$ cat config.mk
export PLATFORM = sky130hd
export DESIGN_NAME = ifm_wgt_streamer_flat
export DESIGN_NICKNAME = d
export VERILOG_FILES = /design/src/rtl/ifm_wgt_streamer_if.sv /design/src/rtl/ifm_wgt_streamer.sv /design/src/flat_wrapper.sv
export SDC_FILE = /design/constraint.sdc
export NUM_CORES = 1
export LEC_CHECK = 0
export ABC_CLOCK_PERIOD_IN_PS = 5300
export CAP_MARGIN = 10
export CORE_MARGIN = 2
export CORE_UTILIZATION = 40
export CTS_BUF_LIST = sky130_fd_sc_hd__clkbuf_16
export CTS_CLUSTER_SIZE = 12
export DETAILED_ROUTE_END_ITERATION = 7
export PLACE_DENSITY = 0.74
export RECOVER_POWER = 50
export SLEW_MARGIN = 20
export SYNTH_ARGS = -nofsm -noshare
export SYNTH_HDL_FRONTEND = slang
export SYNTH_SLANG_ARGS = --single-unit
$ cat constraint.sdc
create_clock -name clk1 -period 5.3 [get_ports clk1]
set_clock_uncertainty 0.2 [all_clocks]
set_input_delay 1.325 -clock clk1 [delete_from_list [all_inputs] [get_ports clk1]]
set_output_delay 1.325 -clock clk1 [all_outputs]
set_load 0.005 [all_outputs]
$ cat src/rtl/ifm_wgt_streamer_if.sv
// Bundles the SRAM read ports and the PE-array input stream of ifm_wgt_streamer.
// master = streamer side, slave = memories / PE array side.
interface ifm_wgt_streamer_if #(
    parameter int IFM_DATA_WIDTH = 8,
    parameter int WGT_WORD_WIDTH = 72,
    parameter int ADDR_WIDTH     = 12
);
    logic                      ifm_ready;
    logic                      ifm_mem_rd_en;
    logic [ADDR_WIDTH-1:0]     ifm_mem_addr;
    logic [IFM_DATA_WIDTH-1:0] ifm_mem_rdata;
    logic                      wgt_mem_rd_en;
    logic [3:0]                wgt_mem_addr;
    logic [WGT_WORD_WIDTH-1:0] wgt_mem_rdata;
    logic [WGT_WORD_WIDTH-1:0] wgt;
    logic                      set_wgt;
    logic                      start_conv;
    logic [IFM_DATA_WIDTH-1:0] ifm;
    logic                      set_ifm;
    logic                      ifm_last;
    logic [3:0]                channel_num;

    modport master (
        input  ifm_ready, ifm_mem_rdata, wgt_mem_rdata,
        output ifm_mem_rd_en, ifm_mem_addr, wgt_mem_rd_en, wgt_mem_addr,
               wgt, set_wgt, start_conv, ifm, set_ifm, ifm_last, channel_num
    );
    modport slave (
        output ifm_ready, ifm_mem_rdata, wgt_mem_rdata,
        input  ifm_mem_rd_en, ifm_mem_addr, wgt_mem_rd_en, wgt_mem_addr,
               wgt, set_wgt, start_conv, ifm, set_ifm, ifm_last, channel_num
    );
endinterface

$ cat src/rtl/ifm_wgt_streamer.sv
// Streams one weight word then the raster-ordered feature map per channel into the PE array.
// Optional IFM_ZERO_PAD_EN wraps each channel in a 1-pixel zero border.
module ifm_wgt_streamer #(
    parameter int IFM_DATA_WIDTH = 8,
    parameter int WEIGHT_WIDTH   = 8,
    parameter int KERNEL_SIZE    = 3,
    parameter int IFM_WIDTH      = 9,
    parameter int IFM_HEIGHT     = 9,
    parameter int NUM_CHANNEL    = 3,
    parameter int ADDR_WIDTH     = 12
) (
    input  logic                 clk1,
    input  logic                 rst_n,
    input  logic                 start,
    ifm_wgt_streamer_if.master   bus,
    output logic                 busy,
    output logic                 done
);
    localparam int WW = KERNEL_SIZE * KERNEL_SIZE * WEIGHT_WIDTH;
`ifdef IFM_ZERO_PAD_EN
    localparam int GRID_W = IFM_WIDTH + 2;
    localparam int GRID_H = IFM_HEIGHT + 2;
`else
    localparam int GRID_W = IFM_WIDTH;
    localparam int GRID_H = IFM_HEIGHT;
`endif
    localparam int CW = $clog2(GRID_W);
    localparam int RW = $clog2(GRID_H);

    typedef enum logic [2:0] {IDLE, LOAD_WGT, WGT_WAIT, STREAM, DRAIN, DONE} state_t;
    state_t state, next;

    logic [3:0]            ch;
    logic [RW-1:0]         row;
    logic [CW-1:0]         col;
    logic [ADDR_WIDTH-1:0] addr;
    logic [WW-1:0]         wgt_q;
    logic                  set_wgt_q, start_conv_q;

    // In-flight token: a read issued last cycle whose data lands in the FIFO this cycle.
    logic inflight, inflight_last;
    logic [IFM_DATA_WIDTH-1:0] fifo_data [2];
    logic                      fifo_last [2];
    logic                      wr_ptr, rd_ptr;
    logic [1:0]                cnt;

    logic issue, rd_en, pop, at_last, drained;
    logic [2:0] occ;
    logic [IFM_DATA_WIDTH-1:0] pix_in;

    assign at_last = (row == RW'(GRID_H - 1)) && (col == CW'(GRID_W - 1));
    assign pop     = (cnt != 2'd0) && bus.ifm_ready;
    assign occ     = {1'b0, cnt} + {2'b0, inflight} - {2'b0, pop};
    assign drained = !inflight && ((cnt == 2'd0) || (pop && cnt == 2'd1));

`ifdef IFM_ZERO_PAD_EN
    logic is_pad, inflight_zero;
    assign is_pad = (row == '0) || (col == '0) ||
                    (row == RW'(GRID_H - 1)) || (col == CW'(GRID_W - 1));
    assign rd_en  = issue && !is_pad;
    assign pix_in = inflight_zero ? '0 : bus.ifm_mem_rdata;
`else
    assign rd_en  = issue;
    assign pix_in = bus.ifm_mem_rdata;
`endif

    always_comb begin
        next  = state;
        issue = 1'b0;
        case (state)
            IDLE:     if (start) next = LOAD_WGT;
            LOAD_WGT: next = WGT_WAIT;
            WGT_WAIT: next = STREAM;
            STREAM: begin
                issue = (occ < 3'd2);
                if (issue && at_last) next = DRAIN;
            end
            DRAIN:    if (drained) next = (ch == 4'(NUM_CHANNEL - 1)) ? DONE : LOAD_WGT;
            DONE:     next = IDLE;
            default:  next = IDLE;
        endcase
    end

    always_ff @(posedge clk1) begin
        if (!rst_n) begin
            state         <= IDLE;
            ch            <= '0;
            row           <= '0;
            col           <= '0;
            addr          <= '0;
            wgt_q         <= '0;
            set_wgt_q     <= 1'b0;
            start_conv_q  <= 1'b0;
            inflight      <= 1'b0;
            inflight_last <= 1'b0;
            wr_ptr        <= 1'b0;
            rd_ptr        <= 1'b0;
            cnt           <= '0;
            for (int i = 0; i < 2; i++) begin
                fifo_data[i] <= '0;
                fifo_last[i] <= 1'b0;
            end
`ifdef IFM_ZERO_PAD_EN
            inflight_zero <= 1'b0;
`endif
        end else begin
            state        <= next;
            set_wgt_q    <= 1'b0;
            start_conv_q <= 1'b0;
            if (state == IDLE) begin
                ch   <= '0;
                row  <= '0;
                col  <= '0;
                addr <= '0;
            end
            if (state == WGT_WAIT) begin
                wgt_q        <= bus.wgt_mem_rdata;
                set_wgt_q    <= 1'b1;
                start_conv_q <= (ch == 4'd0);
            end
            if (state == DRAIN && drained && ch != 4'(NUM_CHANNEL - 1)) ch <= ch + 4'd1;
            if (issue) begin
                if (col == CW'(GRID_W - 1)) begin
                    col <= '0;
                    row <= (row == RW'(GRID_H - 1)) ? '0 : row + RW'(1);
                end else begin
                    col <= col + CW'(1);
                end
            end
            if (rd_en) addr <= addr + ADDR_WIDTH'(1);
            inflight      <= issue;
            inflight_last <= issue && at_last;
`ifdef IFM_ZERO_PAD_EN
            inflight_zero <= issue && is_pad;
`endif
            if (inflight) begin
                fifo_data[wr_ptr] <= pix_in;
                fifo_last[wr_ptr] <= inflight_last;
                wr_ptr            <= ~wr_ptr;
            end
            if (pop) rd_ptr <= ~rd_ptr;
            cnt <= cnt + {1'b0, inflight} - {1'b0, pop};
        end
    end

    assign bus.ifm_mem_rd_en = rd_en;
    assign bus.ifm_mem_addr  = addr;
    assign bus.wgt_mem_rd_en = (state == LOAD_WGT);
    assign bus.wgt_mem_addr  = ch;
    assign bus.wgt           = wgt_q;
    assign bus.set_wgt       = set_wgt_q;
    assign bus.start_conv    = start_conv_q;
    assign bus.ifm           = fifo_data[rd_ptr];
    assign bus.set_ifm       = pop;
    assign bus.ifm_last      = pop && fifo_last[rd_ptr];
    assign bus.channel_num   = ch;
    assign busy              = (state != IDLE);
    assign done              = (state == DONE);
endmodule
$ cat src/flat_wrapper.sv
// flat-port wrapper written by rule: the top's interface ports become plain ports
module ifm_wgt_streamer_flat 
#(
    parameter int IFM_DATA_WIDTH = 8,
    parameter int WEIGHT_WIDTH   = 8,
    parameter int KERNEL_SIZE    = 3,
    parameter int IFM_WIDTH      = 9,
    parameter int IFM_HEIGHT     = 9,
    parameter int NUM_CHANNEL    = 3,
    parameter int ADDR_WIDTH     = 12
)
  (clk1, rst_n, start, busy, done, bus_ifm_ready, bus_ifm_mem_rdata, bus_wgt_mem_rdata, bus_ifm_mem_rd_en, bus_ifm_mem_addr, bus_wgt_mem_rd_en, bus_wgt_mem_addr, bus_wgt, bus_set_wgt, bus_start_conv, bus_ifm, bus_set_ifm, bus_ifm_last, bus_channel_num);
  ifm_wgt_streamer_if #(.IFM_DATA_WIDTH(IFM_DATA_WIDTH), .ADDR_WIDTH(ADDR_WIDTH)) bus_i ();
  input  logic clk1;
  input  logic rst_n;
  input  logic start;
  output logic busy;
  output logic done;
  input wire logic [$bits(bus_i.ifm_ready)-1:0] bus_ifm_ready;
  input wire logic [$bits(bus_i.ifm_mem_rdata)-1:0] bus_ifm_mem_rdata;
  input wire logic [$bits(bus_i.wgt_mem_rdata)-1:0] bus_wgt_mem_rdata;
  output wire logic [$bits(bus_i.ifm_mem_rd_en)-1:0] bus_ifm_mem_rd_en;
  output wire logic [$bits(bus_i.ifm_mem_addr)-1:0] bus_ifm_mem_addr;
  output wire logic [$bits(bus_i.wgt_mem_rd_en)-1:0] bus_wgt_mem_rd_en;
  output wire logic [$bits(bus_i.wgt_mem_addr)-1:0] bus_wgt_mem_addr;
  output wire logic [$bits(bus_i.wgt)-1:0] bus_wgt;
  output wire logic [$bits(bus_i.set_wgt)-1:0] bus_set_wgt;
  output wire logic [$bits(bus_i.start_conv)-1:0] bus_start_conv;
  output wire logic [$bits(bus_i.ifm)-1:0] bus_ifm;
  output wire logic [$bits(bus_i.set_ifm)-1:0] bus_set_ifm;
  output wire logic [$bits(bus_i.ifm_last)-1:0] bus_ifm_last;
  output wire logic [$bits(bus_i.channel_num)-1:0] bus_channel_num;
  assign bus_i.ifm_ready = bus_ifm_ready;
  assign bus_i.ifm_mem_rdata = bus_ifm_mem_rdata;
  assign bus_i.wgt_mem_rdata = bus_wgt_mem_rdata;
  assign bus_ifm_mem_rd_en = bus_i.ifm_mem_rd_en;
  assign bus_ifm_mem_addr = bus_i.ifm_mem_addr;
  assign bus_wgt_mem_rd_en = bus_i.wgt_mem_rd_en;
  assign bus_wgt_mem_addr = bus_i.wgt_mem_addr;
  assign bus_wgt = bus_i.wgt;
  assign bus_set_wgt = bus_i.set_wgt;
  assign bus_start_conv = bus_i.start_conv;
  assign bus_ifm = bus_i.ifm;
  assign bus_set_ifm = bus_i.set_ifm;
  assign bus_ifm_last = bus_i.ifm_last;
  assign bus_channel_num = bus_i.channel_num;
  ifm_wgt_streamer #(.IFM_DATA_WIDTH(IFM_DATA_WIDTH), .WEIGHT_WIDTH(WEIGHT_WIDTH), .KERNEL_SIZE(KERNEL_SIZE), .IFM_WIDTH(IFM_WIDTH), .IFM_HEIGHT(IFM_HEIGHT), .NUM_CHANNEL(NUM_CHANNEL), .ADDR_WIDTH(ADDR_WIDTH)) u_core (.clk1(clk1), .rst_n(rst_n), .start(start), .bus(bus_i), .busy(busy), .done(done));
endmodule
==> qor.yml, run 1 <==
finalNetCount: 863
p_leak_nw: 3.10
hold_viol: 0
yosysSeqAreaShare: 0.522
min_period_ns: 5.08
antenna_found_initial: 0
tritoncts: "built"
syn_nets: 679
arrival_ns: 3.56
p_int_w: 0.00183
async_flop_share: 0
multi_input_area_um2: 2200
relSlewSlack: 0.327
start_kind: "input pin"
period_share: 0.959
crit_family: "buffers and inverters"
grt_pass1_vias: 4623
drtIter0Drc: 335
wl_per_cell_um: 14.8
power_frac_comb: 0.178
numCtsBuffers: 17
dpl-instance-area_um2: 7140
synth_area_leaders: "dfxtp_1 43%, nand2_1 12%, edfxtp_1 9.4%"
synth_ff_type: "dfxtp_1"
seqPwrFrac: 0.428
finalMaxSlewViolations: 0
setup_viol: 0
drv_cap: 0
track_usage: 0.204
rows: 41
yosysTopAreaCell: "dfxtp_1"
end_kind: "output port"
cts.path.max_buffers: 2
htreeDepth: 4
antenna_cells: 0
drtPass1Iterations: 4
syn_avg_cell_area_um2: 8.80
clkPwrFrac: 0.394
wl_met1_mm: 5.93
yosys-top-cells-count: "158 x nand2_1, 110 x dfxtp_1, 83 x a21oi_1"
synth-seq-cells: 126
initial_core_util: 0.409
cts_root_buf: "clkbuf_16"
drt-total-wl_mm: 14.1
critPathMaxFanout: 2
ant_nets: 0
required_ns: 3.77
die_w_um: 117
numPortBuffers: 191
synth_cell_types: 51
swShare: 0.256
die_area_um2: 13800
met2WireLength_mm: 7.03
grt_pass1_wl_mm: 22.7
wl_met3_um: 878
fin_total_pwr_w: 0.00247
final_area_um2: 7670
coreArea_um2: 12600
power_density_nw_per_um2: 321
io_pins: 192
dpl.hpwl_mm: 9.62
path_cells: "clkdlybuf4s50_1 -> o21ai_1 -> inv_1 -> ha_1 -> inv_1 -> ha_1 -> inv_1 -> fa_2 -> xnor2_2 -> nand3_4 -> inv_2 -> dlygate4sd2_1"
tightest_slew_ns: 1.01
crit_path_frequent_cell: "inv_1"
outcome: "finished clean"
cpPeakStageDelay_ns: 0.42
dr_total_vias: 4811
vias_per_cell: 5.05
slowest_stage: "clkdlybuf4s50_1"
ys.warnings.count: 0
hold_class: "flop to flop"
grt_overflow: 0
clk_latency_ns: 0.41
p_switching_w: 0.000631
die_h_um: 117
synthCells: 584
routed.top_layer: "met4"
clk_pin_slew_ns: 0.05
gp_congestion: 0.797
fill_cells: 1096
yosysTopAreaCellShare: 0.429
ir_worst_vdd_uv: 215
cts_sinks: 126
critPathBufInv: 6
yosysMostFrequentCell: "nand2_1"
synth-edff-count: 16
fmax_mhz: 197
rsz0062_at_grt: "false"
drc: 0
synth_area_um2: 5140
area_growth_pct: 49.3
hold-worst-slack_ns: 0.247
regArea_um2: 2680
grt_max_degree: 74
drive_above_1_share: 0.0730
critical_path_class: "input pin to output port"
## kinds of logic after synthesis
family,share of synthesized area
flip-flops,0.522
XOR/XNOR,0.00682
adder cells (fa/ha/maj),0.0283
multiplexers,0.0256
AO/OA/AOI/OAI,0.132
buffers and inverters,0.0536
AND/OR/NAND/NOR,0.232
## cell type report
cell class | count | area share
flip-flops and latches | 126 | 0.350
inverters | 19 | 0.00930
clock inverters | 15 | 0.00881
well taps | 172 | 0.0281
repair buffers | 205 | 0.262
multi-input cells | 399 | 0.286
clock buffers | 17 | 0.0555
## sequential cells by signal, indices dropped and copies added, names as in the netlist, named ones only
name and count:
u_core.inflight 1, u_core.state 3, u_core.bus.wgt 72, u_core.col 4, u_core.rd_ptr 1, u_core.fifo_data 16
u_core.row 4, u_core.wr_ptr 1, u_core.inflight_last 1, u_core.bus.start_conv 1, u_core.bus.set_wgt 1, u_core.bus.ifm_mem_addr 12
u_core.fifo_last 2, u_core.cnt 2, u_core.bus.channel_num 4
## final timing paths
path                                         start            endpoint  slack (ns)  depth (start not counted)
worst max-delay path                 bus_ifm_ready   bus_ifm_mem_rd_en        0.22                         12
worst min-delay path            u_core.bus.wgt[61]  u_core.bus.wgt[61]        0.25                          2
worst max register to register       u_core.cnt[1]       u_core.col[2]        2.12                         12
worst min register to register  u_core.bus.wgt[61]  u_core.bus.wgt[61]        0.25                          2
## through the flow
| stage | setup slack [ns] | setup TNS, ns | instances | util |
|---|---|---|---|---|
| detailed placement | -0.140 | -0.140 | 917 | 0.568 |
| CTS | 0.254 | 0 | 953 | 0.611 |
| global route | 0.0180 | 0 | 953 | 0.610 |
| floorplan | 0.534 | 0 | 584 | - |
| finish | 0.218 | 0 | 953 | 0.610 |
| global placement | -0.0996 | -0.0996 | 917 | 0.568 |
## power by group through the flow
stage	clock [W]	sequential, W	combinational, W
finish	0.000971	0.00106	0.000438
global route	0.00103	0.00106	0.000476
CTS	0.000988	0.00106	0.000450
detailed placement	0	0.00108	0.000411
global placement	0	0.00107	0.000401
floorplan	0	0.00106	0.000200
## timing repair
| item | 4_1_cts | 5_1_grt |
|---|---|---|
| gates resized for setup | 5 | 0 |
| endpoints found under the setup margin | 1 | 0 |
| setup buffers | 4 | 0 |
| hold buffers | 0 | 0 |
| endpoints found under the hold margin | 0 | 0 |
## routing by layer
metal / vias to the layer above / track usage
li1: 2348 / -
met1: 2265 / 0.240
met2: 173 / 0.349
met3: 25 / 0.0545
met4: 0 / 0.0919
met5: - / 0
## cell usage in the layout, fill, tap and decap left out, types with 3 or more instances in the layout
cell / count
edfxtp_1: 16
and2_1: 17
and3_1: 7
nand4_1: 6
buf_4: 13
nand2b_1: 5
nor3_1: 9
clkbuf_16: 17
clkinv_2: 3
dfxtp_1: 110
dlygate4sd3_1: 91
inv_1: 23
nand2_1: 158
mux2_2: 9
a31oi_1: 4
nand3b_1: 4
o211ai_1: 3
or3_1: 3
xor2_1: 3
mux2i_1: 3
nand3_1: 19
o21ai_0: 4
clkinv_1: 5
a21oi_1: 83
or4_1: 4
nor2_1: 12
clkdlybuf4s50_1: 99
ha_1: 10
## worst min-delay path: cells and delay by family, from the launching register on
family          cells  cell delay (ns)
compound gates      1             0.05
flops               1             0.30
simple gates        1             0.05
Power figures use the tool's default switching activity.
==> run 2, diff against run 1 <==
--- a/config.mk
+++ b/config.mk
@@ -7,9 +7,10 @@
 export LEC_CHECK = 0
 export ABC_CLOCK_PERIOD_IN_PS = 5300
 export CAP_MARGIN = 10
-export CORE_MARGIN = 2
+export CORE_MARGIN = 4
 export CORE_UTILIZATION = 40
 export CTS_BUF_LIST = sky130_fd_sc_hd__clkbuf_16
+export CTS_CLUSTER_DIAMETER = 120
 export CTS_CLUSTER_SIZE = 12
 export DETAILED_ROUTE_END_ITERATION = 7
 export PLACE_DENSITY = 0.74
==> run 2 against run 1 <==
Net effect:
- worst hold slack improved by 0.0031 ns
- design area is 0.70% higher
- clock power rose by 14%
- total power rose by 4.7%
- worst setup slack got worse by 0.032 ns
- sequential share of layout area fell by 0.24 points
- utilization grew 0.18 points
- critical path depth did not move
- sequential cell count unchanged
- combinational power shrank 5.5%
- count of clock-buffer cells in the layout did not move
- maximum frequency is 0.62% lower
- critical endpoint unchanged
- largest power group is now clock
==> qor.yml, run 2 (synthesis gave the netlist of run 1 again) <==
outcome: "finished clean"
finalNetCount: 860  # -0.35%
die_area_um2: 14700  # +6.9%
crit_family: "buffers and inverters"
period_share: 0.965  # +0.00599
finalMaxSlewViolations: 0  # unchanged
tritoncts: "built"
r2r_cells: 12  # unchanged
path_cells: "clkdlybuf4s50_1 -> o21ai_0 -> inv_1 -> ha_1 -> inv_1 -> ha_1 -> inv_1 -> fa_2 -> xnor2_2 -> nand3_4 -> inv_1 -> dlygate4sd2_1"
r2r-end: "u_core.col[2]"
rsz0062_at_grt: "false"
dpl.hpwl_mm: 9.77  # +1.5%
largest_reg_flops: 72  # unchanged
grt_overflow: 0  # unchanged
startpoint: "bus_ifm_ready"
wl_per_cell_um: 14.7  # -1.2%
clk_pin_slew_ns: 0.05  # about the same
drtPass1Iterations: 5  # +1
slowest_stage: "clkdlybuf4s50_1"
crit_path_frequent_cell: "inv_1"
end_kind: "output port"
io_pins: 192  # unchanged
clk_latency_ns: 0.41  # about the same
hold-worst-slack_ns: 0.250  # +0.00305 ns
critPathBufInv: 6  # unchanged
crit_end: "bus_ifm_mem_rd_en"
critical_path_class: "input pin to output port"
drt-total-wl_mm: 13.9  # -1.5%
power_density_nw_per_um2: 334  # +3.9%
initial_core_util: 0.407  # -0.00166
ant_nets: 0  # unchanged
drv_cap: 0  # unchanged
hold_viol: 0  # unchanged
antenna_found_initial: 0  # unchanged
grt_max_degree: 74  # unchanged
grt_pass1_vias: 4516  # -2.3%
setup_viol: 0  # unchanged
tightest_slew_ns: 1.45  # +0.444 ns
fmax_mhz: 196  # -0.62%
final_common_cell: "nand2_1"
gp_congestion: 0.799  # +0.29%
die_w_um: 121  # +3.4%
critPathMaxFanout: 2  # unchanged
holdBufCountCts: 0  # unchanged
fill_cells: 1091  # -0.46%
cts_sinks: 126  # unchanged
final_cell_mix: "158 x nand2_1, 128 x clkdlybuf4s50_1, 110 x dfxtp_1"
dr_total_vias: 4782  # -0.60%
cts.path.max_buffers: 2  # unchanged
cts_root_buf: "clkbuf_16"
die_h_um: 121  # +3.4%
relSlewSlack: 0.0306  # -0.296
rows: 41  # unchanged
coreArea_um2: 12600  # +0.41%
start_kind: "input pin"
htreeDepth: 4  # unchanged
fin_setup_tns_ns: 0  # unchanged
r2r_slack_ns: 2.10  # -0.02 ns
drc: 0  # unchanged
r2r-start: "u_core.cnt[1]"
p_leak_nw: 3.01  # -2.8%
ir_worst_vdd_uv: 199  # -7.5%
numCtsBuffers: 17  # unchanged
grt_pass1_wl_mm: 22.2  # -2.5%
arrival_ns: 3.59  # +0.03 ns
numPortBuffers: 191  # unchanged
required_ns: 3.77  # about the same
cpPeakStageDelay_ns: 0.42  # about the same
crit_cells: 12  # unchanged
area_growth_pct: 50.4
drive_above_1_share: 0.0784  # +0.00542
fin_util: 0.612  # +0.00178
track_usage: 0.187  # -0.0172
hold_class: "flop to flop"
min_period_ns: 5.11  # +0.0317 ns
drtIter0Drc: 320  # -4.5%
vias_per_cell: 5.03  # -0.29%
antenna_cells: 0  # unchanged
run 2: repair_timing:
action | CTS | global route
gates resized for setup | 3 | 0
endpoints found under the setup margin | 1 | 0
buffers inserted | 1 | 0
run 2: where the power goes:
| part | internal, W | leakage (nW) | total [W] | switching (W) |
|---|---|---|---|---|
| logic | 0.000224 | 1.67 | 0.000414 | 0.000189 |
| registers | 0.00102 | 1.06 | 0.00106 | 0.0000377 |
| clock network | 0.000689 | 0.279 | 0.00111 | 0.000422 |
| total | 0.00193 | 3.01 | 0.00258 | 0.000649 |
run 2: worst min-delay path by stage:
stage / startpoint / to / slack (ns) / depth (start not counted)
after floorplan: u_core.inflight_last / u_core.fifo_last[1] / 0.23 / 2
after global placement: u_core.inflight_last / u_core.fifo_last[1] / 0.24 / 2
after detailed placement: u_core.bus.wgt[8] / u_core.bus.wgt[8] / 0.25 / 2
after CTS: u_core.bus.wgt[8] / u_core.bus.wgt[8] / 0.25 / 2
after global routing: u_core.bus.wgt[13] / u_core.bus.wgt[13] / 0.27 / 2
final: u_core.bus.wgt[13] / u_core.bus.wgt[13] / 0.25 / 2
run 2: cell type report:
class | count | area [µm²] | share of cell area
Clock buffer | 17 | 425 | 0.0551
Clock inverter | 15 | 144 | 0.0186
Inverter | 19 | 71.3 | 0.00923
Multi-Input combinational cell | 399 | 2200 | 0.284
Sequential cell | 126 | 2680 | 0.347
Tap cell | 172 | 215 | 0.0279
Timing Repair Buffer | 202 | 1990 | 0.258
run 2: tightest hold or removal path: stages, from the launching register on:
cell     delay [ns]
dfxtp_1        0.30
nand2_1        0.05
a21oi_1        0.05
run 2: routing by layer:
metal	GRT usage	part of all wire	vias up
met5	0	0	-
met4	0.0896	0.026	0
met3	0.0522	0.071	29
met2	0.297	0.49	183
met1	0.234	0.42	2230
li1	-	-	2340
run 2: per-stage QoR:
| step | total power, W | instances | instance area, µm² | setup slack [ns] |
|---|---|---|---|---|
| after CTS | 0.00262 | 950 | 7730 | 0.192 |
| final | 0.00258 | 950 | 7720 | 0.186 |
| after detailed placement | 0.00149 | 917 | 7140 | -0.179 |
| after floorplan | 0.00127 | 584 | 5140 | 0.534 |
| after global placement | 0.00147 | 917 | 7140 | -0.101 |
| after global routing | 0.00270 | 950 | 7720 | 0.0435 |
==> run 3, diff against run 2 <==
--- a/config.mk
+++ b/config.mk
@@ -11,8 +11,8 @@
 export CORE_UTILIZATION = 40
 export CTS_BUF_LIST = sky130_fd_sc_hd__clkbuf_16
 export CTS_CLUSTER_DIAMETER = 120
-export CTS_CLUSTER_SIZE = 12
 export DETAILED_ROUTE_END_ITERATION = 7
+export MAX_ROUTING_LAYER = met4
 export PLACE_DENSITY = 0.74
 export RECOVER_POWER = 50
 export SLEW_MARGIN = 20
==> run 3 against run 2 <==
Net effect:
- register-to-register slack barely moved
- count of clock-buffer cells in the layout did not move
- critical path type unchanged
- sequential power is essentially flat
- first-iteration DRC count is 5.6% higher
- combinational power hardly changed
==> qor.yml, run 3 (synthesis gave the netlist of run 1 again) <==
die_w_um: 121  # unchanged
track_usage: 0.192  # +0.00536
initial_core_util: 0.407  # unchanged
rows: 41  # unchanged
drc: 0  # unchanged
end_kind: "output port"
crit_path_frequent_cell: "inv_1"
min_period_ns: 5.12  # +0.00203 ns
setup_viol: 0  # unchanged
outcome: "finished clean"
dpl.hpwl_mm: 9.77  # unchanged
ant_nets: 0  # unchanged
final_cell_mix: "158 x nand2_1, 128 x clkdlybuf4s50_1, 110 x dfxtp_1"
path_cells: "clkdlybuf4s50_1 -> o21ai_0 -> inv_1 -> ha_1 -> inv_1 -> ha_1 -> inv_1 -> fa_2 -> xnor2_2 -> nand3_4 -> inv_1 -> dlygate4sd2_1"
grt_overflow: 0  # unchanged
area_growth_pct: 50.4  # unchanged
die_area_um2: 14700  # unchanged
critPathMaxFanout: 2  # unchanged
coreArea_um2: 12600  # unchanged
critPathBufInv: 6  # unchanged
antenna_cells: 0  # unchanged
relSlewSlack: 0.0391  # +0.00851
rsz0062_at_grt: "false"
drv_cap: 0  # unchanged
wl_per_cell_um: 14.7  # +0.24%
final_common_cell: "nand2_1"
holdBufCountCts: 0  # unchanged
p_leak_nw: 3.01  # unchanged
dr_total_vias: 4786  # +0.084%
drtIter0Drc: 338  # +5.6%
finalNetCount: 860  # unchanged
grt_pass1_wl_mm: 22.1  # -0.12%
slowest_stage: "clkdlybuf4s50_1"
finalMaxSlewViolations: 0  # unchanged
ir_worst_vdd_uv: 202  # +1.4%
clk_latency_ns: 0.41  # about the same
tightest_slew_ns: 1.44  # -0.0128 ns
hold-worst-slack_ns: 0.250  # +0.000214 ns
final_area_um2: 7720  # unchanged
required_ns: 3.77  # about the same
p_switching_w: 0.000652  # +0.50%
cpPeakStageDelay_ns: 0.42  # about the same
tritoncts: "built"
critical_path_class: "input pin to output port"
htreeDepth: 4  # unchanged
period_share: 0.965  # about the same
hold_class: "flop to flop"
p_int_w: 0.00193  # about the same
drive_above_1_share: 0.0784  # unchanged
cts.path.max_buffers: 2  # unchanged
cts_root_buf: "clkbuf_16"
hold_viol: 0  # unchanged
fmax_mhz: 195  # about the same
antenna_found_initial: 0  # unchanged
grt_max_degree: 74  # unchanged
use_met3: 0.0434  # -0.00886
clk_pin_slew_ns: 0.05  # about the same
clkPwrFrac: 0.431  # about the same
io_pins: 192  # unchanged
numPortBuffers: 191  # unchanged
grt_busiest_layer: "met2"
seqPwrFrac: 0.409  # about the same
fill_cells: 1091  # unchanged
drtPass1Iterations: 5  # unchanged
grt_pass1_vias: 4524  # +0.18%
cts_sinks: 126  # unchanged
crit_family: "buffers and inverters"
arrival_ns: 3.59  # about the same
numCtsBuffers: 17  # unchanged
use_met2: 0.296  # -0.00104
use_met1: 0.243  # +0.00885
drt-total-wl_mm: 14.0  # +0.24%
swShare: 0.253  # +0.000956
largest_reg_flops: 72  # unchanged
vias_per_cell: 5.04  # about the same
power_frac_comb: 0.160  # about the same
dpl-instance-area_um2: 7140  # unchanged
gp_congestion: 0.810  # +1.4%
start_kind: "input pin"
power_density_nw_per_um2: 334  # +0.12%
die_h_um: 121  # unchanged
==> run 3: cell counts in the layout (fill, tap and decap cells not counted) <==
No cell type changed its count.
==> run 3: repair_timing <==
| action | in CTS | in global routing |
|---|---|---|
| setup buffers | 1 | 0 |
| endpoints found under the setup margin | 1 | 0 |
| hold endpoints to repair | 0 | 0 |
| gates resized for setup | 3 | 0 |
==> run 3: power by group through the flow <==
stage	Combinational [W]	Sequential [W]	Clock [W]
after global routing	0.000452	0.00106	0.00119
after CTS	0.000427	0.00106	0.00114
final	0.000413	0.00106	0.00111
after global placement	0.000401	0.00107	0
after detailed placement	0.000412	0.00108	0
after floorplan	0.000200	0.00106	0
==> run 3: layout make-up <==
cell class / count / area, µm² / share of cell area
Sequential cell: 126 / 2680 / 0.347
Inverter: 19 / 71.3 / 0.00923
Clock inverter: 15 / 144 / 0.0186
Multi-Input combinational cell: 399 / 2200 / 0.284
Tap cell: 172 / 215 / 0.0279
Timing Repair Buffer: 202 / 1990 / 0.258
Clock buffer: 17 / 425 / 0.0551
==> run 3: through the flow <==
stage / power, W / TNS [ns] / setup WS [ns] / utilization / instances
after floorplan: 0.00127 / 0 / 0.534 / - / 584
after global placement: 0.00147 / -0.101 / -0.101 / 0.566 / 917
after detailed placement: 0.00149 / -0.179 / -0.179 / 0.566 / 917
after CTS: 0.00262 / 0 / 0.192 / 0.612 / 950
after global routing: 0.00270 / 0 / 0.0435 / 0.612 / 950
final: 0.00258 / 0 / 0.184 / 0.612 / 950
==> run 3: per-layer routing <==
metal | vias up | routed length, µm
met2 | 176 | 6720
met4 | 0 | 357
met5 | - | 0
li1 | 2343 | -
met3 | 33 | 826
met1 | 2234 | 6050
==> run 3: path summary, 6_finish.rpt <==
check	start	to	slack (ns)	cells past startpoint
setup reg to reg	u_core.cnt[1]	u_core.col[2]	2.10	12
setup / recovery	bus_ifm_ready	bus_ifm_mem_rd_en	0.18	12
hold / removal	u_core.bus.wgt[13]	u_core.bus.wgt[13]	0.25	2
hold reg to reg	u_core.bus.wgt[13]	u_core.bus.wgt[13]	0.25	2
==> run 3: tightest hold or removal path, stage by stage (launching register included) <==
cell     delay (ns)
dfxtp_1        0.30
nand2_1        0.05
a21oi_1        0.05
